[src/rtl/axi_node_pkg.sv]
// rtl/axi_node_pkg.sv - shared types and helpers for the AXI node port stages
package axi_node_pkg;

    typedef enum logic [1:0] {
        RUN      = 2'd0,
        DRAIN    = 2'd1,
        QUIESCED = 2'd2
    } quiesce_state_t;

    function automatic int unsigned cnt_width(input int unsigned n);
        return $clog2(n + 1);
    endfunction

endpackage

[src/rtl/axi_bus.sv]
// rtl/axi_bus.sv - AXI4 bus interface with master and slave views
interface AXI_BUS #(
    parameter int unsigned AXI_ADDR_WIDTH = 32,
    parameter int unsigned AXI_DATA_WIDTH = 32,
    parameter int unsigned AXI_ID_WIDTH   = 10,
    parameter int unsigned AXI_USER_WIDTH = 1
);
    localparam int unsigned STRB_W = AXI_DATA_WIDTH / 8;

    logic [AXI_ID_WIDTH-1:0]   aw_id;
    logic [AXI_ADDR_WIDTH-1:0] aw_addr;
    logic [7:0]                aw_len;
    logic [2:0]                aw_size;
    logic [1:0]                aw_burst;
    logic                      aw_lock;
    logic [3:0]                aw_cache;
    logic [2:0]                aw_prot;
    logic [3:0]                aw_qos;
    logic [3:0]                aw_region;
    logic [AXI_USER_WIDTH-1:0] aw_user;
    logic                      aw_valid;
    logic                      aw_ready;

    logic [AXI_DATA_WIDTH-1:0] w_data;
    logic [STRB_W-1:0]         w_strb;
    logic                      w_last;
    logic [AXI_USER_WIDTH-1:0] w_user;
    logic                      w_valid;
    logic                      w_ready;

    logic [AXI_ID_WIDTH-1:0]   b_id;
    logic [1:0]                b_resp;
    logic [AXI_USER_WIDTH-1:0] b_user;
    logic                      b_valid;
    logic                      b_ready;

    logic [AXI_ID_WIDTH-1:0]   ar_id;
    logic [AXI_ADDR_WIDTH-1:0] ar_addr;
    logic [7:0]                ar_len;
    logic [2:0]                ar_size;
    logic [1:0]                ar_burst;
    logic                      ar_lock;
    logic [3:0]                ar_cache;
    logic [2:0]                ar_prot;
    logic [3:0]                ar_qos;
    logic [3:0]                ar_region;
    logic [AXI_USER_WIDTH-1:0] ar_user;
    logic                      ar_valid;
    logic                      ar_ready;

    logic [AXI_ID_WIDTH-1:0]   r_id;
    logic [AXI_DATA_WIDTH-1:0] r_data;
    logic [1:0]                r_resp;
    logic                      r_last;
    logic [AXI_USER_WIDTH-1:0] r_user;
    logic                      r_valid;
    logic                      r_ready;

    modport Master (
        output aw_id, aw_addr, aw_len, aw_size, aw_burst, aw_lock, aw_cache,
               aw_prot, aw_qos, aw_region, aw_user, aw_valid,
        input  aw_ready,
        output w_data, w_strb, w_last, w_user, w_valid,
        input  w_ready,
        input  b_id, b_resp, b_user, b_valid,
        output b_ready,
        output ar_id, ar_addr, ar_len, ar_size, ar_burst, ar_lock, ar_cache,
               ar_prot, ar_qos, ar_region, ar_user, ar_valid,
        input  ar_ready,
        input  r_id, r_data, r_resp, r_last, r_user, r_valid,
        output r_ready
    );

    modport Slave (
        input  aw_id, aw_addr, aw_len, aw_size, aw_burst, aw_lock, aw_cache,
               aw_prot, aw_qos, aw_region, aw_user, aw_valid,
        output aw_ready,
        input  w_data, w_strb, w_last, w_user, w_valid,
        output w_ready,
        output b_id, b_resp, b_user, b_valid,
        input  b_ready,
        input  ar_id, ar_addr, ar_len, ar_size, ar_burst, ar_lock, ar_cache,
               ar_prot, ar_qos, ar_region, ar_user, ar_valid,
        output ar_ready,
        output r_id, r_data, r_resp, r_last, r_user, r_valid,
        input  r_ready
    );

endinterface

[src/rtl/axi_txn_counter.sv]
// rtl/axi_txn_counter.sv - saturating-at-zero outstanding transaction counter
module axi_txn_counter
    import axi_node_pkg::*;
#(
    parameter int unsigned MAX   = 8,
    parameter int unsigned CNT_W = cnt_width(MAX)
) (
    input  logic             clk,
    input  logic             rst_n,
    input  logic             inc_i,
    input  logic             dec_i,
    output logic [CNT_W-1:0] cnt_o,
    output logic             nxt_zero_o,
    output logic             full_o,
    output logic             zero_o,
    output logic             underflow_o
);
    localparam logic [CNT_W-1:0] MAX_C = CNT_W'(MAX);

    logic [CNT_W-1:0] cnt_d;
    logic [CNT_W-1:0] cnt_q;

    always_comb begin
        cnt_d       = cnt_q;
        underflow_o = 1'b0;
        if (inc_i && !dec_i) begin
            cnt_d = cnt_q + CNT_W'(1);
        end else if (dec_i && !inc_i) begin
            // A stray response at zero passes through; the count holds.
            if (cnt_q == '0) begin
                underflow_o = 1'b1;
            end else begin
                cnt_d = cnt_q - CNT_W'(1);
            end
        end
    end

    always_ff @(posedge clk or negedge rst_n) begin
        if (!rst_n) begin
            cnt_q <= '0;
        end else begin
            cnt_q <= cnt_d;
        end
    end

    assign cnt_o      = cnt_q;
    assign nxt_zero_o = (cnt_d == '0);
    assign full_o     = (cnt_q == MAX_C);
    assign zero_o     = (cnt_q == '0);

endmodule

[src/rtl/axi_outstanding_limiter.sv]
// rtl/axi_outstanding_limiter.sv - caps outstanding AXI reads/writes and drains a port on request
module axi_outstanding_limiter
    import axi_node_pkg::*;
#(
    parameter int unsigned AXI_ADDR_WIDTH = 32,
    parameter int unsigned AXI_DATA_WIDTH = 32,
    parameter int unsigned AXI_ID_WIDTH   = 10,
    parameter int unsigned AXI_USER_WIDTH = 1,
    parameter int unsigned MAX_RD_TXN     = 8,
    parameter int unsigned MAX_WR_TXN     = 8,
    localparam int unsigned CNT_W =
        cnt_width((MAX_RD_TXN > MAX_WR_TXN) ? MAX_RD_TXN : MAX_WR_TXN)
) (
    input  logic             clk,
    input  logic             rst_n,
    AXI_BUS.Slave            slave,
    AXI_BUS.Master           master,
    input  logic             quiesce_req_i,
    output logic             quiesce_ack_o,
    output logic [CNT_W-1:0] rd_outstanding_o,
    output logic [CNT_W-1:0] wr_outstanding_o,
    output logic             err_o
);
    if (MAX_RD_TXN < 1 || MAX_WR_TXN < 1 || AXI_ADDR_WIDTH < 1 ||
        AXI_DATA_WIDTH < 8 || AXI_ID_WIDTH < 1 || AXI_USER_WIDTH < 1) begin : g_param_err
        $error("axi_outstanding_limiter: illegal parameter value");
    end

    quiesce_state_t state_d, state_q;
    logic           err_d, err_q;

    logic rd_inc, rd_dec, rd_full, rd_zero, rd_nxt_zero, rd_uf;
    logic wr_inc, wr_dec, wr_full, wr_zero, wr_nxt_zero, wr_uf;
    logic rd_block, wr_block;

    // Blocks come from registers only, so no valid ever depends on a ready.
    assign rd_block = rd_full | (state_q != RUN);
    assign wr_block = wr_full | (state_q != RUN);

    assign rd_inc = master.ar_valid & master.ar_ready;
    assign rd_dec = slave.r_valid & slave.r_ready & slave.r_last;
    assign wr_inc = master.aw_valid & master.aw_ready;
    assign wr_dec = slave.b_valid & slave.b_ready;

    axi_txn_counter #(.MAX(MAX_RD_TXN), .CNT_W(CNT_W)) u_rd_cnt (
        .clk         (clk),
        .rst_n       (rst_n),
        .inc_i       (rd_inc),
        .dec_i       (rd_dec),
        .cnt_o       (rd_outstanding_o),
        .nxt_zero_o  (rd_nxt_zero),
        .full_o      (rd_full),
        .zero_o      (rd_zero),
        .underflow_o (rd_uf)
    );

    axi_txn_counter #(.MAX(MAX_WR_TXN), .CNT_W(CNT_W)) u_wr_cnt (
        .clk         (clk),
        .rst_n       (rst_n),
        .inc_i       (wr_inc),
        .dec_i       (wr_dec),
        .cnt_o       (wr_outstanding_o),
        .nxt_zero_o  (wr_nxt_zero),
        .full_o      (wr_full),
        .zero_o      (wr_zero),
        .underflow_o (wr_uf)
    );

    always_comb begin
        state_d = state_q;
        err_d   = err_q | rd_uf | wr_uf;
        unique case (state_q)
            RUN: begin
                if (quiesce_req_i) state_d = DRAIN;
            end
            DRAIN: begin
                if (!quiesce_req_i) begin
                    state_d = RUN;
                end else if (rd_nxt_zero && wr_nxt_zero) begin
                    state_d = QUIESCED;
                end
            end
            QUIESCED: begin
                if (!quiesce_req_i) state_d = RUN;
            end
            default: state_d = RUN;
        endcase
    end

    always_ff @(posedge clk or negedge rst_n) begin
        if (!rst_n) begin
            state_q <= RUN;
            err_q   <= 1'b0;
        end else begin
            state_q <= state_d;
            err_q   <= err_d;
        end
    end

    assign quiesce_ack_o = (state_q == QUIESCED);
    assign err_o         = err_q;

    assign master.aw_id     = slave.aw_id;
    assign master.aw_addr   = slave.aw_addr;
    assign master.aw_len    = slave.aw_len;
    assign master.aw_size   = slave.aw_size;
    assign master.aw_burst  = slave.aw_burst;
    assign master.aw_lock   = slave.aw_lock;
    assign master.aw_cache  = slave.aw_cache;
    assign master.aw_prot   = slave.aw_prot;
    assign master.aw_qos    = slave.aw_qos;
    assign master.aw_region = slave.aw_region;
    assign master.aw_user   = slave.aw_user;
    assign master.aw_valid  = slave.aw_valid & ~wr_block;
    assign slave.aw_ready   = master.aw_ready & ~wr_block;

    assign master.w_data  = slave.w_data;
    assign master.w_strb  = slave.w_strb;
    assign master.w_last  = slave.w_last;
    assign master.w_user  = slave.w_user;
    assign master.w_valid = slave.w_valid;
    assign slave.w_ready  = master.w_ready;

    assign slave.b_id     = master.b_id;
    assign slave.b_resp   = master.b_resp;
    assign slave.b_user   = master.b_user;
    assign slave.b_valid  = master.b_valid;
    assign master.b_ready = slave.b_ready;

    assign master.ar_id     = slave.ar_id;
    assign master.ar_addr   = slave.ar_addr;
    assign master.ar_len    = slave.ar_len;
    assign master.ar_size   = slave.ar_size;
    assign master.ar_burst  = slave.ar_burst;
    assign master.ar_lock   = slave.ar_lock;
    assign master.ar_cache  = slave.ar_cache;
    assign master.ar_prot   = slave.ar_prot;
    assign master.ar_qos    = slave.ar_qos;
    assign master.ar_region = slave.ar_region;
    assign master.ar_user   = slave.ar_user;
    assign master.ar_valid  = slave.ar_valid & ~rd_block;
    assign slave.ar_ready   = master.ar_ready & ~rd_block;

    assign slave.r_id     = master.r_id;
    assign slave.r_data   = master.r_data;
    assign slave.r_resp   = master.r_resp;
    assign slave.r_last   = master.r_last;
    assign slave.r_user   = master.r_user;
    assign slave.r_valid  = master.r_valid;
    assign master.r_ready = slave.r_ready;

endmodule

[src/flat_wrapper.sv]
// flat-port wrapper written by rule: the top's interface ports become plain ports
module axi_outstanding_limiter_flat import axi_node_pkg::*;
#(
    parameter int unsigned AXI_ADDR_WIDTH = 32,
    parameter int unsigned AXI_DATA_WIDTH = 32,
    parameter int unsigned AXI_ID_WIDTH   = 10,
    parameter int unsigned AXI_USER_WIDTH = 1,
    parameter int unsigned MAX_RD_TXN     = 8,
    parameter int unsigned MAX_WR_TXN     = 8,
    localparam int unsigned CNT_W =
        cnt_width((MAX_RD_TXN > MAX_WR_TXN) ? MAX_RD_TXN : MAX_WR_TXN)
)
  (clk, rst_n, quiesce_req_i, quiesce_ack_o, rd_outstanding_o, wr_outstanding_o, err_o, slave_aw_id, slave_aw_addr, slave_aw_len, slave_aw_size, slave_aw_burst, slave_aw_lock, slave_aw_cache, slave_aw_prot, slave_aw_qos, slave_aw_region, slave_aw_user, slave_aw_valid, slave_aw_ready, slave_w_data, slave_w_strb, slave_w_last, slave_w_user, slave_w_valid, slave_w_ready, slave_b_id, slave_b_resp, slave_b_user, slave_b_valid, slave_b_ready, slave_ar_id, slave_ar_addr, slave_ar_len, slave_ar_size, slave_ar_burst, slave_ar_lock, slave_ar_cache, slave_ar_prot, slave_ar_qos, slave_ar_region, slave_ar_user, slave_ar_valid, slave_ar_ready, slave_r_id, slave_r_data, slave_r_resp, slave_r_last, slave_r_user, slave_r_valid, slave_r_ready, master_aw_id, master_aw_addr, master_aw_len, master_aw_size, master_aw_burst, master_aw_lock, master_aw_cache, master_aw_prot, master_aw_qos, master_aw_region, master_aw_user, master_aw_valid, master_aw_ready, master_w_data, master_w_strb, master_w_last, master_w_user, master_w_valid, master_w_ready, master_b_id, master_b_resp, master_b_user, master_b_valid, master_b_ready, master_ar_id, master_ar_addr, master_ar_len, master_ar_size, master_ar_burst, master_ar_lock, master_ar_cache, master_ar_prot, master_ar_qos, master_ar_region, master_ar_user, master_ar_valid, master_ar_ready, master_r_id, master_r_data, master_r_resp, master_r_last, master_r_user, master_r_valid, master_r_ready);
  AXI_BUS #(.AXI_ADDR_WIDTH(AXI_ADDR_WIDTH), .AXI_DATA_WIDTH(AXI_DATA_WIDTH), .AXI_ID_WIDTH(AXI_ID_WIDTH), .AXI_USER_WIDTH(AXI_USER_WIDTH)) slave_i ();
  AXI_BUS #(.AXI_ADDR_WIDTH(AXI_ADDR_WIDTH), .AXI_DATA_WIDTH(AXI_DATA_WIDTH), .AXI_ID_WIDTH(AXI_ID_WIDTH), .AXI_USER_WIDTH(AXI_USER_WIDTH)) master_i ();
  input  logic clk;
  input  logic rst_n;
  input  logic quiesce_req_i;
  output logic quiesce_ack_o;
  output logic [CNT_W-1:0] rd_outstanding_o;
  output logic [CNT_W-1:0] wr_outstanding_o;
  output logic err_o;
  input wire logic [$bits(slave_i.aw_id)-1:0] slave_aw_id;
  input wire logic [$bits(slave_i.aw_addr)-1:0] slave_aw_addr;
  input wire logic [$bits(slave_i.aw_len)-1:0] slave_aw_len;
  input wire logic [$bits(slave_i.aw_size)-1:0] slave_aw_size;
  input wire logic [$bits(slave_i.aw_burst)-1:0] slave_aw_burst;
  input wire logic [$bits(slave_i.aw_lock)-1:0] slave_aw_lock;
  input wire logic [$bits(slave_i.aw_cache)-1:0] slave_aw_cache;
  input wire logic [$bits(slave_i.aw_prot)-1:0] slave_aw_prot;
  input wire logic [$bits(slave_i.aw_qos)-1:0] slave_aw_qos;
  input wire logic [$bits(slave_i.aw_region)-1:0] slave_aw_region;
  input wire logic [$bits(slave_i.aw_user)-1:0] slave_aw_user;
  input wire logic [$bits(slave_i.aw_valid)-1:0] slave_aw_valid;
  output wire logic [$bits(slave_i.aw_ready)-1:0] slave_aw_ready;
  input wire logic [$bits(slave_i.w_data)-1:0] slave_w_data;
  input wire logic [$bits(slave_i.w_strb)-1:0] slave_w_strb;
  input wire logic [$bits(slave_i.w_last)-1:0] slave_w_last;
  input wire logic [$bits(slave_i.w_user)-1:0] slave_w_user;
  input wire logic [$bits(slave_i.w_valid)-1:0] slave_w_valid;
  output wire logic [$bits(slave_i.w_ready)-1:0] slave_w_ready;
  output wire logic [$bits(slave_i.b_id)-1:0] slave_b_id;
  output wire logic [$bits(slave_i.b_resp)-1:0] slave_b_resp;
  output wire logic [$bits(slave_i.b_user)-1:0] slave_b_user;
  output wire logic [$bits(slave_i.b_valid)-1:0] slave_b_valid;
  input wire logic [$bits(slave_i.b_ready)-1:0] slave_b_ready;
  input wire logic [$bits(slave_i.ar_id)-1:0] slave_ar_id;
  input wire logic [$bits(slave_i.ar_addr)-1:0] slave_ar_addr;
  input wire logic [$bits(slave_i.ar_len)-1:0] slave_ar_len;
  input wire logic [$bits(slave_i.ar_size)-1:0] slave_ar_size;
  input wire logic [$bits(slave_i.ar_burst)-1:0] slave_ar_burst;
  input wire logic [$bits(slave_i.ar_lock)-1:0] slave_ar_lock;
  input wire logic [$bits(slave_i.ar_cache)-1:0] slave_ar_cache;
  input wire logic [$bits(slave_i.ar_prot)-1:0] slave_ar_prot;
  input wire logic [$bits(slave_i.ar_qos)-1:0] slave_ar_qos;
  input wire logic [$bits(slave_i.ar_region)-1:0] slave_ar_region;
  input wire logic [$bits(slave_i.ar_user)-1:0] slave_ar_user;
  input wire logic [$bits(slave_i.ar_valid)-1:0] slave_ar_valid;
  output wire logic [$bits(slave_i.ar_ready)-1:0] slave_ar_ready;
  output wire logic [$bits(slave_i.r_id)-1:0] slave_r_id;
  output wire logic [$bits(slave_i.r_data)-1:0] slave_r_data;
  output wire logic [$bits(slave_i.r_resp)-1:0] slave_r_resp;
  output wire logic [$bits(slave_i.r_last)-1:0] slave_r_last;
  output wire logic [$bits(slave_i.r_user)-1:0] slave_r_user;
  output wire logic [$bits(slave_i.r_valid)-1:0] slave_r_valid;
  input wire logic [$bits(slave_i.r_ready)-1:0] slave_r_ready;
  output wire logic [$bits(master_i.aw_id)-1:0] master_aw_id;
  output wire logic [$bits(master_i.aw_addr)-1:0] master_aw_addr;
  output wire logic [$bits(master_i.aw_len)-1:0] master_aw_len;
  output wire logic [$bits(master_i.aw_size)-1:0] master_aw_size;
  output wire logic [$bits(master_i.aw_burst)-1:0] master_aw_burst;
  output wire logic [$bits(master_i.aw_lock)-1:0] master_aw_lock;
  output wire logic [$bits(master_i.aw_cache)-1:0] master_aw_cache;
  output wire logic [$bits(master_i.aw_prot)-1:0] master_aw_prot;
  output wire logic [$bits(master_i.aw_qos)-1:0] master_aw_qos;
  output wire logic [$bits(master_i.aw_region)-1:0] master_aw_region;
  output wire logic [$bits(master_i.aw_user)-1:0] master_aw_user;
  output wire logic [$bits(master_i.aw_valid)-1:0] master_aw_valid;
  input wire logic [$bits(master_i.aw_ready)-1:0] master_aw_ready;
  output wire logic [$bits(master_i.w_data)-1:0] master_w_data;
  output wire logic [$bits(master_i.w_strb)-1:0] master_w_strb;
  output wire logic [$bits(master_i.w_last)-1:0] master_w_last;
  output wire logic [$bits(master_i.w_user)-1:0] master_w_user;
  output wire logic [$bits(master_i.w_valid)-1:0] master_w_valid;
  input wire logic [$bits(master_i.w_ready)-1:0] master_w_ready;
  input wire logic [$bits(master_i.b_id)-1:0] master_b_id;
  input wire logic [$bits(master_i.b_resp)-1:0] master_b_resp;
  input wire logic [$bits(master_i.b_user)-1:0] master_b_user;
  input wire logic [$bits(master_i.b_valid)-1:0] master_b_valid;
  output wire logic [$bits(master_i.b_ready)-1:0] master_b_ready;
  output wire logic [$bits(master_i.ar_id)-1:0] master_ar_id;
  output wire logic [$bits(master_i.ar_addr)-1:0] master_ar_addr;
  output wire logic [$bits(master_i.ar_len)-1:0] master_ar_len;
  output wire logic [$bits(master_i.ar_size)-1:0] master_ar_size;
  output wire logic [$bits(master_i.ar_burst)-1:0] master_ar_burst;
  output wire logic [$bits(master_i.ar_lock)-1:0] master_ar_lock;
  output wire logic [$bits(master_i.ar_cache)-1:0] master_ar_cache;
  output wire logic [$bits(master_i.ar_prot)-1:0] master_ar_prot;
  output wire logic [$bits(master_i.ar_qos)-1:0] master_ar_qos;
  output wire logic [$bits(master_i.ar_region)-1:0] master_ar_region;
  output wire logic [$bits(master_i.ar_user)-1:0] master_ar_user;
  output wire logic [$bits(master_i.ar_valid)-1:0] master_ar_valid;
  input wire logic [$bits(master_i.ar_ready)-1:0] master_ar_ready;
  input wire logic [$bits(master_i.r_id)-1:0] master_r_id;
  input wire logic [$bits(master_i.r_data)-1:0] master_r_data;
  input wire logic [$bits(master_i.r_resp)-1:0] master_r_resp;
  input wire logic [$bits(master_i.r_last)-1:0] master_r_last;
  input wire logic [$bits(master_i.r_user)-1:0] master_r_user;
  input wire logic [$bits(master_i.r_valid)-1:0] master_r_valid;
  output wire logic [$bits(master_i.r_ready)-1:0] master_r_ready;
  assign slave_i.aw_id = slave_aw_id;
  assign slave_i.aw_addr = slave_aw_addr;
  assign slave_i.aw_len = slave_aw_len;
  assign slave_i.aw_size = slave_aw_size;
  assign slave_i.aw_burst = slave_aw_burst;
  assign slave_i.aw_lock = slave_aw_lock;
  assign slave_i.aw_cache = slave_aw_cache;
  assign slave_i.aw_prot = slave_aw_prot;
  assign slave_i.aw_qos = slave_aw_qos;
  assign slave_i.aw_region = slave_aw_region;
  assign slave_i.aw_user = slave_aw_user;
  assign slave_i.aw_valid = slave_aw_valid;
  assign slave_aw_ready = slave_i.aw_ready;
  assign slave_i.w_data = slave_w_data;
  assign slave_i.w_strb = slave_w_strb;
  assign slave_i.w_last = slave_w_last;
  assign slave_i.w_user = slave_w_user;
  assign slave_i.w_valid = slave_w_valid;
  assign slave_w_ready = slave_i.w_ready;
  assign slave_b_id = slave_i.b_id;
  assign slave_b_resp = slave_i.b_resp;
  assign slave_b_user = slave_i.b_user;
  assign slave_b_valid = slave_i.b_valid;
  assign slave_i.b_ready = slave_b_ready;
  assign slave_i.ar_id = slave_ar_id;
  assign slave_i.ar_addr = slave_ar_addr;
  assign slave_i.ar_len = slave_ar_len;
  assign slave_i.ar_size = slave_ar_size;
  assign slave_i.ar_burst = slave_ar_burst;
  assign slave_i.ar_lock = slave_ar_lock;
  assign slave_i.ar_cache = slave_ar_cache;
  assign slave_i.ar_prot = slave_ar_prot;
  assign slave_i.ar_qos = slave_ar_qos;
  assign slave_i.ar_region = slave_ar_region;
  assign slave_i.ar_user = slave_ar_user;
  assign slave_i.ar_valid = slave_ar_valid;
  assign slave_ar_ready = slave_i.ar_ready;
  assign slave_r_id = slave_i.r_id;
  assign slave_r_data = slave_i.r_data;
  assign slave_r_resp = slave_i.r_resp;
  assign slave_r_last = slave_i.r_last;
  assign slave_r_user = slave_i.r_user;
  assign slave_r_valid = slave_i.r_valid;
  assign slave_i.r_ready = slave_r_ready;
  assign master_aw_id = master_i.aw_id;
  assign master_aw_addr = master_i.aw_addr;
  assign master_aw_len = master_i.aw_len;
  assign master_aw_size = master_i.aw_size;
  assign master_aw_burst = master_i.aw_burst;
  assign master_aw_lock = master_i.aw_lock;
  assign master_aw_cache = master_i.aw_cache;
  assign master_aw_prot = master_i.aw_prot;
  assign master_aw_qos = master_i.aw_qos;
  assign master_aw_region = master_i.aw_region;
  assign master_aw_user = master_i.aw_user;
  assign master_aw_valid = master_i.aw_valid;
  assign master_i.aw_ready = master_aw_ready;
  assign master_w_data = master_i.w_data;
  assign master_w_strb = master_i.w_strb;
  assign master_w_last = master_i.w_last;
  assign master_w_user = master_i.w_user;
  assign master_w_valid = master_i.w_valid;
  assign master_i.w_ready = master_w_ready;
  assign master_i.b_id = master_b_id;
  assign master_i.b_resp = master_b_resp;
  assign master_i.b_user = master_b_user;
  assign master_i.b_valid = master_b_valid;
  assign master_b_ready = master_i.b_ready;
  assign master_ar_id = master_i.ar_id;
  assign master_ar_addr = master_i.ar_addr;
  assign master_ar_len = master_i.ar_len;
  assign master_ar_size = master_i.ar_size;
  assign master_ar_burst = master_i.ar_burst;
  assign master_ar_lock = master_i.ar_lock;
  assign master_ar_cache = master_i.ar_cache;
  assign master_ar_prot = master_i.ar_prot;
  assign master_ar_qos = master_i.ar_qos;
  assign master_ar_region = master_i.ar_region;
  assign master_ar_user = master_i.ar_user;
  assign master_ar_valid = master_i.ar_valid;
  assign master_i.ar_ready = master_ar_ready;
  assign master_i.r_id = master_r_id;
  assign master_i.r_data = master_r_data;
  assign master_i.r_resp = master_r_resp;
  assign master_i.r_last = master_r_last;
  assign master_i.r_user = master_r_user;
  assign master_i.r_valid = master_r_valid;
  assign master_r_ready = master_i.r_ready;
  axi_outstanding_limiter #(.AXI_ADDR_WIDTH(AXI_ADDR_WIDTH), .AXI_DATA_WIDTH(AXI_DATA_WIDTH), .AXI_ID_WIDTH(AXI_ID_WIDTH), .AXI_USER_WIDTH(AXI_USER_WIDTH), .MAX_RD_TXN(MAX_RD_TXN), .MAX_WR_TXN(MAX_WR_TXN)) u_core (.clk(clk), .rst_n(rst_n), .slave(slave_i), .master(master_i), .quiesce_req_i(quiesce_req_i), .quiesce_ack_o(quiesce_ack_o), .rd_outstanding_o(rd_outstanding_o), .wr_outstanding_o(wr_outstanding_o), .err_o(err_o));
endmodule
[config.mk]
export PLATFORM = sky130hd
export DESIGN_NAME = axi_outstanding_limiter_flat
export DESIGN_NICKNAME = d
export VERILOG_FILES = /design/src/rtl/axi_node_pkg.sv /design/src/rtl/axi_bus.sv /design/src/rtl/axi_txn_counter.sv /design/src/rtl/axi_outstanding_limiter.sv /design/src/flat_wrapper.sv
export SDC_FILE = /design/constraint.sdc
export NUM_CORES = 1
export LEC_CHECK = 0
export CORE_AREA = 2 2 202 204
export CTS_CLUSTER_DIAMETER = 60
export DETAILED_ROUTE_END_ITERATION = 7
export DIE_AREA = 0 0 204 206
export DONT_BUFFER_PORTS = 1
export PLACE_DENSITY = 0.3
export SYNTH_ARGS = -nofsm -noshare
export SYNTH_HDL_FRONTEND = slang
export SYNTH_SLANG_ARGS = --single-unit
[constraint.sdc]
create_clock -name clk -period 2.8 [get_ports clk]
set_clock_uncertainty 0.1 [all_clocks]
set_input_delay 0.28 -clock clk [delete_from_list [all_inputs] [get_ports clk]]
set_output_delay 0.28 -clock clk [all_outputs]
set_load 0.05 [all_outputs]
==> out/metrics.csv, run 1 <==
stage,metric,value,unit
status,status,"finished, final reports clean",
cts,ctsResizeCount,0,
routing,routed_wl,9480,um
critical_path,cpPeakStageDelay,0.50,ns
routing,drtIter0Drc,45,
synth,synth_edf_count,0,
global_route,grt-ovfl-total,0,
synth,syn_area,2820,um2
cells_and_area,drive_gt1_frac,0.226,
timing,hold_viol,0,
cts,clock_latency,0.24,ns
global_route,grt_max_degree,13,
cts,cts_buffers,3,
power_and_ir_drop,totalPowerFinal,1.50,mW
timing,layout_min_cycle_time,2.60,ns
routing,post-route-drc-count,0,
power_and_ir_drop,powerDensity,830,nW/um2
critical_path,cp_slowest_cell,or4b_1,
run,max-cap-violations,0,
global_route,antenna_found_initial,0,
synth,synth_seq_cells,11,
global_route,grt_pass1_wl,12000,um
cells_and_area,areaGrowthSynthToFinish,-36.1,%
worst_hold_path,hold_path.class,input port to register,
synth,synth-adder-area-share,0.0178,
synth,yosys_most_used_dff,dfrtp_1,
synth,ys_types,48,
routing,vias,1291,
cts,cts_max_level,1,
timing,setup_tns,0,ns
synth,async_reset_ff_frac,1.00,
routing,wl_per_cell,14.4,um
floorplan,io_pins,515,
critical_path,rr_startpoint,u_core.u_rd_cnt.cnt_o[0]$_DFF_PN0_,
synth,yosys-top-cells-area,"buf_4 (66%), dfrtp_1 (9.8%), ha_1 (1.8%), nand3b_4 (1.4%), nand3_1 (1.2%)",
synth,synth_top_area_cell,buf_4,
critical_path,arrival,2.65,ns
cells_and_area,layout_common_cells,"buf_4 (14), dfrtp_1 (10), nand2_1 (8), nand3_1 (7)",
critical_path,cp-start-kind,register,
timing,timing.fmax,385,MHz
floorplan,die_area,42000,um2
synth,ys_warn_count,0,
synth,syn_nets,613,
routing,wl_met2,3540,um
routing,post_drt_via_cell_ratio,1.97,
synth,synth-simple-area-share,0.124,
critical_path,cp-end-kind,register,
floorplan,initial_core_util,0.0702,
critical_path,cp_num_buf_inv,1,
place,io_buffers,0,
routing,wl_met3,2350,um
power_and_ir_drop,ir_drop,0.000202,V
cells_and_area,final_area,1800,um2
cts,clk_pin_slew_worst_paths,0.05,ns
timing,setup_viol,0,
cells_and_area,final_common_cell,buf_4,
floorplan,die_width,204,um
critical_path,cp_cell_sequence,"inv_1, ha_1, nand3b_4, nand4_4, a31o_1, or4b_1, a311o_1, o31ai_2",
timing,finalCritPeriodShare,0.928,
critical_path,critPathTopFamily,compound AO/OA/AOI/OAI gates,
critical_path,worstPathRequired,2.85,ns
floorplan,coreArea,40200,um2
synth,synthMuxAreaShare,0.00399,
place,gp_congestion,0.646,
synth,ys_seq_area_frac,0.0976,
synth,syn-mean-instance-area,7.94,um2
critical_path,crit_fanout,12,
timing,rsz0062_at_grt,no,
cells_and_area,n_antenna_cell,0,
routing,dr.pass1.iters,4,
routing,wl_met1,2400,um
synth,syn_inst,355,
synth,synth_compound_area_frac,0.0715,
routing,top_layer_used,met4,
cts,cts_max_path_buffers,2,
timing,worst_slew_pin_slew,0.608,ns
timing,slew_headroom,0.595,
critical_path,setup.worst_path.class,register to register,
cts,root_buffer,clkbuf_16,
cts,clock-sinks,11,
place,dpl-instance-area,1710,um2
synth,netlist.area_leader.share,0.660,
timing,drv_slew,0,
synth,synth_top_family_by_area,buffers and inverters,
synth,synth_xor_area_frac,0.00932,
power_and_ir_drop,p_leak,0.529,nW
global_route,grt_pass1_vias,1466,
critical_path,startpoint,u_core.u_rd_cnt.cnt_o[0]$_DFF_PN0_,
place,place.detailed.hpwl,7930,um
floorplan,rows,74,
cts,cts_tree,built,
worst_hold_path,min_from,quiesce_req_i,
routing,ant_nets,0,
global_route,grtUsageTotal,0.0428,
floorplan,die_h,206,um
cells_and_area,nets,383,
## cell usage after synthesis (2+ instances only)
| cell | instances |
|---|---|
| a211oi_1 | 2 |
| a21oi_1 | 6 |
| a32o_1 | 2 |
| and3_1 | 4 |
| and3_2 | 2 |
| buf_4 | 248 |
| dfrtp_1 | 11 |
| ha_1 | 4 |
| inv_1 | 6 |
| nand2_1 | 8 |
| nand3_1 | 7 |
| nand3b_1 | 2 |
| nand3b_4 | 2 |
| nor2_1 | 6 |
| nor2b_1 | 2 |
| nor3_1 | 2 |
| o211ai_1 | 3 |
| o21ai_0 | 2 |
| o31ai_1 | 3 |
| or2b_1 | 2 |
| or3_2 | 2 |
| xnor2_1 | 3 |
## power breakdown
group | total [mW] | internal, mW | switching [mW]
sequential | 0.317 | 0.223 | 0.0948
clock | 0.268 | 0.192 | 0.0764
combinational | 0.909 | 0.296 | 0.614
total | 1.50 | 0.710 | 0.785
## per-layer routing
layer  global-route usage  vias up
met5                    0        -
met4               0.0528        0
met3               0.0486      132
met2               0.0527      227
met1               0.0312      489
li1                     -      443
## repair_timing
item | 4_1_cts | 5_1_grt
endpoints found under the hold margin | 11 | 0
setup endpoints to repair | 0 | 0
buffers inserted | 0 | 0
hold buffers | 1 | 0
## flip-flops by register name (all words and copies together) (netlist names)
name / count
u_core.u_rd_cnt.cnt_o: 4
u_core.u_wr_cnt.cnt_o: 4
u_core.err_o: 1
u_core.state_q: 2
## through the flow
step | instances | setup WS [ns] | utilization | hold slack, ns
CTS | 656 | 0.199 | 0.0448 | 0.0728
finish | 656 | 0.202 | 0.0448 | 0.0761
floorplan | 355 | 0.0662 | - | -0.116
detailed placement | 651 | 0.220 | 0.0426 | -0.114
global placement | 651 | 0.239 | 0.0426 | -0.114
global route | 656 | 0.0510 | 0.0448 | 0.0916
## final cells by class
type	instances	area (um2)
clock buffer	4	78.8
fill	4816	38400
inverter	7	26.3
multi-input combinational	87	638
sequential	11	277
tap	532	666
timing repair buffer	15	115
## final timing paths
check                      depth (start not counted)                                 end  slack [ns]
max                                                8       u_core.state_q[1]$_DFFE_PN0P_        0.20
min                                                2       u_core.state_q[1]$_DFFE_PN0P_        0.08
max reg2reg                                        8       u_core.state_q[1]$_DFFE_PN0P_        0.20
min reg2reg                                        2  u_core.u_rd_cnt.cnt_o[0]$_DFF_PN0_        0.48
max in group asynchronous                          1  u_core.u_rd_cnt.cnt_o[0]$_DFF_PN0_        1.79
min in group asynchronous                          1       u_core.state_q[1]$_DFFE_PN0P_        0.39
## cells by family (layout without fill, tap and decap cells)
group / after synthesis / after routing
buffers and inverters: 257 / 26
AND/OR/NAND/NOR: 52 / 52
AO/OA/AOI/OAI: 27 / 27
flip-flops: 11 / 11
adder cells (fa/ha/maj): 4 / 4
XOR/XNOR: 3 / 3
multiplexers: 1 / 1
Note: power is estimated with default switching activity, not from simulation.
==> inputs of run 2 (changes only) <==
--- a/config.mk
+++ b/config.mk
@@ -5,10 +5,10 @@
 export SDC_FILE = /design/constraint.sdc
 export NUM_CORES = 1
 export LEC_CHECK = 0
-export CORE_AREA = 2 2 202 204
+export CORE_AREA = 2 2 199 201
 export CTS_CLUSTER_DIAMETER = 60
 export DETAILED_ROUTE_END_ITERATION = 7
-export DIE_AREA = 0 0 204 206
+export DIE_AREA = 0 0 201 203
 export DONT_BUFFER_PORTS = 1
 export PLACE_DENSITY = 0.3
 export SYNTH_ARGS = -nofsm -noshare
==> run 2 against run 1 <==
Hold slack better by 0.0023 ns. Fmax is 0.52% lower. Via count is 0.23% higher. Sequential share of layout area is 0.15 points higher. First-iteration DRC count is 24% lower. Critical path type unchanged. Largest power group unchanged.
==> out/metrics.csv, run 2 (same netlist as run 1, synthesis figures left out) <==
stage,metric,value,unit,change
status,status,"finished, final reports clean",,
global_route,grt_pass1_vias,1451,,-1.0%
cts,clock_latency,0.24,ns,about the same
timing,setup_tns,0,ns,unchanged
global_route,grtUsageTotal,0.0439,,+0.00112
timing,rsz0062_at_grt,no,,
floorplan,die_h,203,um,-1.5%
cts,root_buffer,clkbuf_16,,
timing,setup_viol,0,,unchanged
power_and_ir_drop,p_leak,0.529,nW,about the same
worst_hold_path,min_path_cells,2,,unchanged
power_and_ir_drop,ir_drop,0.000244,V,+21%
run,max-cap-violations,0,,unchanged
place,placed_cells,637,,-2.2%
cells_and_area,drive_gt1_frac,0.226,,unchanged
global_route,antenna_found_initial,0,,unchanged
cells_and_area,n_fill_cell,4558,,-5.4%
cells_and_area,regArea,277,um2,unchanged
timing,hold_viol,0,,unchanged
cells_and_area,instances_no_fill,642,,-2.1%
timing,timing.fmax,383,MHz,-0.52%
routing,ant_nets,0,,unchanged
floorplan,rows,72,,-2.7%
global_route,grt_pass1_wl,12200,um,+2.1%
critical_path,cp-end-kind,register,,
cts,cts_max_path_buffers,2,,unchanged
routing,wl_per_cell,14.5,um,+0.18%
routing,dr.pass1.iters,4,,unchanged
timing,drv_slew,0,,unchanged
cts,cts_buffers,3,,unchanged
cells_and_area,areaGrowthSynthToFinish,-36.8,%,
cells_and_area,final_area,1780,um2,-0.97%
place,dpl-instance-area,1690,um2,-1.0%
worst_hold_path,min_from,quiesce_req_i,,
routing,post_drt_via_cell_ratio,2.02,,+2.4%
floorplan,initial_core_util,0.0733,,+0.00313
global_route,grt_max_degree,13,,unchanged
worst_hold_path,hold_end,u_core.state_q[1]$_DFFE_PN0P_,,
critical_path,cpPeakStageDelay,0.51,ns,about the same
global_route,grt-ovfl-total,0,,unchanged
worst_hold_path,hold_path.class,input port to register,,
critical_path,cp_slowest_cell,or4b_1,,
cells_and_area,layout_common_cells,"buf_4 (14), dfrtp_1 (10), nand2_1 (8), nand3_1 (7)",,
timing,hold_ws,0.0784,ns,+0.00229 ns
floorplan,io_pins,515,,unchanged
critical_path,worstPathRequired,2.85,ns,about the same
routing,vias,1294,,+0.23%
timing,worst_slew_pin_slew,0.606,ns,-0.00248 ns
timing,finalCritPeriodShare,0.933,,+0.00488
global_route,grt_use_met3,0.0475,,-0.00105
cts,cts_tree,built,,
floorplan,die_area,40800,um2,-2.9%
cells_and_area,n_antenna_cell,0,,unchanged
global_route,busiest_layer,met2,,
critical_path,crit_fanout,12,,unchanged
critical_path,cp_cell_sequence,"inv_1, ha_1, nand3b_4, nand4_4, a31o_1, or4b_1, a311o_1, o31ai_2",,
timing,layout_min_cycle_time,2.61,ns,+0.0137 ns
routing,drtIter0Drc,34,,-24%
timing,slew_headroom,0.595,,about the same
timing,setup_ws,0.189,ns,-0.0137 ns
critical_path,cp-start-kind,register,,
global_route,grt_use_met2,0.0583,,+0.00561
critical_path,r2r_setup_slack,0.19,ns,about the same
floorplan,die_width,201,um,-1.5%
cts,clock-sinks,11,,unchanged
cts,clk_pin_slew_worst_paths,0.04,ns,about the same
cts,post_cts_buffers,0,,unchanged
place,dp_slack,0.175,ns,-0.0452 ns
routing,routed_wl,9290,um,-2.0%
power_and_ir_drop,totalPowerFinal,1.50,mW,about the same
critical_path,r2r.worst_path.cells,8,,unchanged
place,io_buffers,0,,unchanged
global_route,met1_usage,0.0322,,+0.000991
cells_and_area,final_common_cell,buf_4,,
cts,cts_max_level,1,,unchanged
place,gp_congestion,0.618,,-4.3%
critical_path,arrival,2.66,ns,about the same
critical_path,worst_r2r_endpoint,u_core.state_q[1]$_DFFE_PN0P_,,
power_and_ir_drop,powerDensity,839,nW/um2,+1.1%
routing,post-route-drc-count,0,,unchanged
place,place.detailed.hpwl,7810,um,-1.4%
critical_path,setup.worst_path.class,register to register,,
floorplan,coreArea,38500,um2,-4.3%
cells_and_area,final_util,0.0464,,+0.00154
cells_and_area,nets,383,,unchanged
critical_path,rr_startpoint,u_core.u_rd_cnt.cnt_o[0]$_DFF_PN0_,,
cells_and_area,multi_input_area,638,um2,unchanged
## run 2: timing repair
action	4_1_cts	5_1_grt
endpoints found under the setup margin	0	0
resized for setup	0	0
hold buffers	1	0
hold endpoints to repair	11	0
## run 2: cell type report
class,count,area share
Timing Repair Buffer,15,0.0646
Tap cell,518,0.364
Multi-Input combinational cell,87,0.358
Inverter,7,0.0147
Sequential cell,11,0.155
Clock buffer,4,0.0442
## run 2: worst max path at each step
stage                                             startpoint                            end  slack [ns]
after floorplan           u_core.u_rd_cnt.cnt_o[1]$_DFF_PN0_  u_core.state_q[1]$_DFFE_PN0P_        0.07
after global placement    u_core.u_rd_cnt.cnt_o[0]$_DFF_PN0_  u_core.state_q[1]$_DFFE_PN0P_        0.22
after detailed placement  u_core.u_rd_cnt.cnt_o[0]$_DFF_PN0_  u_core.state_q[1]$_DFFE_PN0P_        0.17
after CTS                 u_core.u_rd_cnt.cnt_o[0]$_DFF_PN0_  u_core.state_q[1]$_DFFE_PN0P_        0.17
after global routing      u_core.u_rd_cnt.cnt_o[0]$_DFF_PN0_  u_core.state_q[1]$_DFFE_PN0P_       0.008
final                     u_core.u_rd_cnt.cnt_o[0]$_DFF_PN0_  u_core.state_q[1]$_DFFE_PN0P_        0.19
## run 2: layer usage
metal,share of wire,up-vias
met3,0.24,118
li1,-,443
met5,0.0052,-
met2,0.40,253
met1,0.25,478
met4,0.099,2
## run 2: critical path, delay by kind of cell (launching register included)
kind            cells  cell delay [ns]
simple gates        3             0.84
flops               1             0.34
fa+ha+maj           1             0.29
compound gates      3             0.88
buf+inv             1             0.06
## run 2: report_power, final
part	internal [mW]	switching [mW]
clock network	0.192	0.0741
registers	0.222	0.107
logic	0.299	0.602
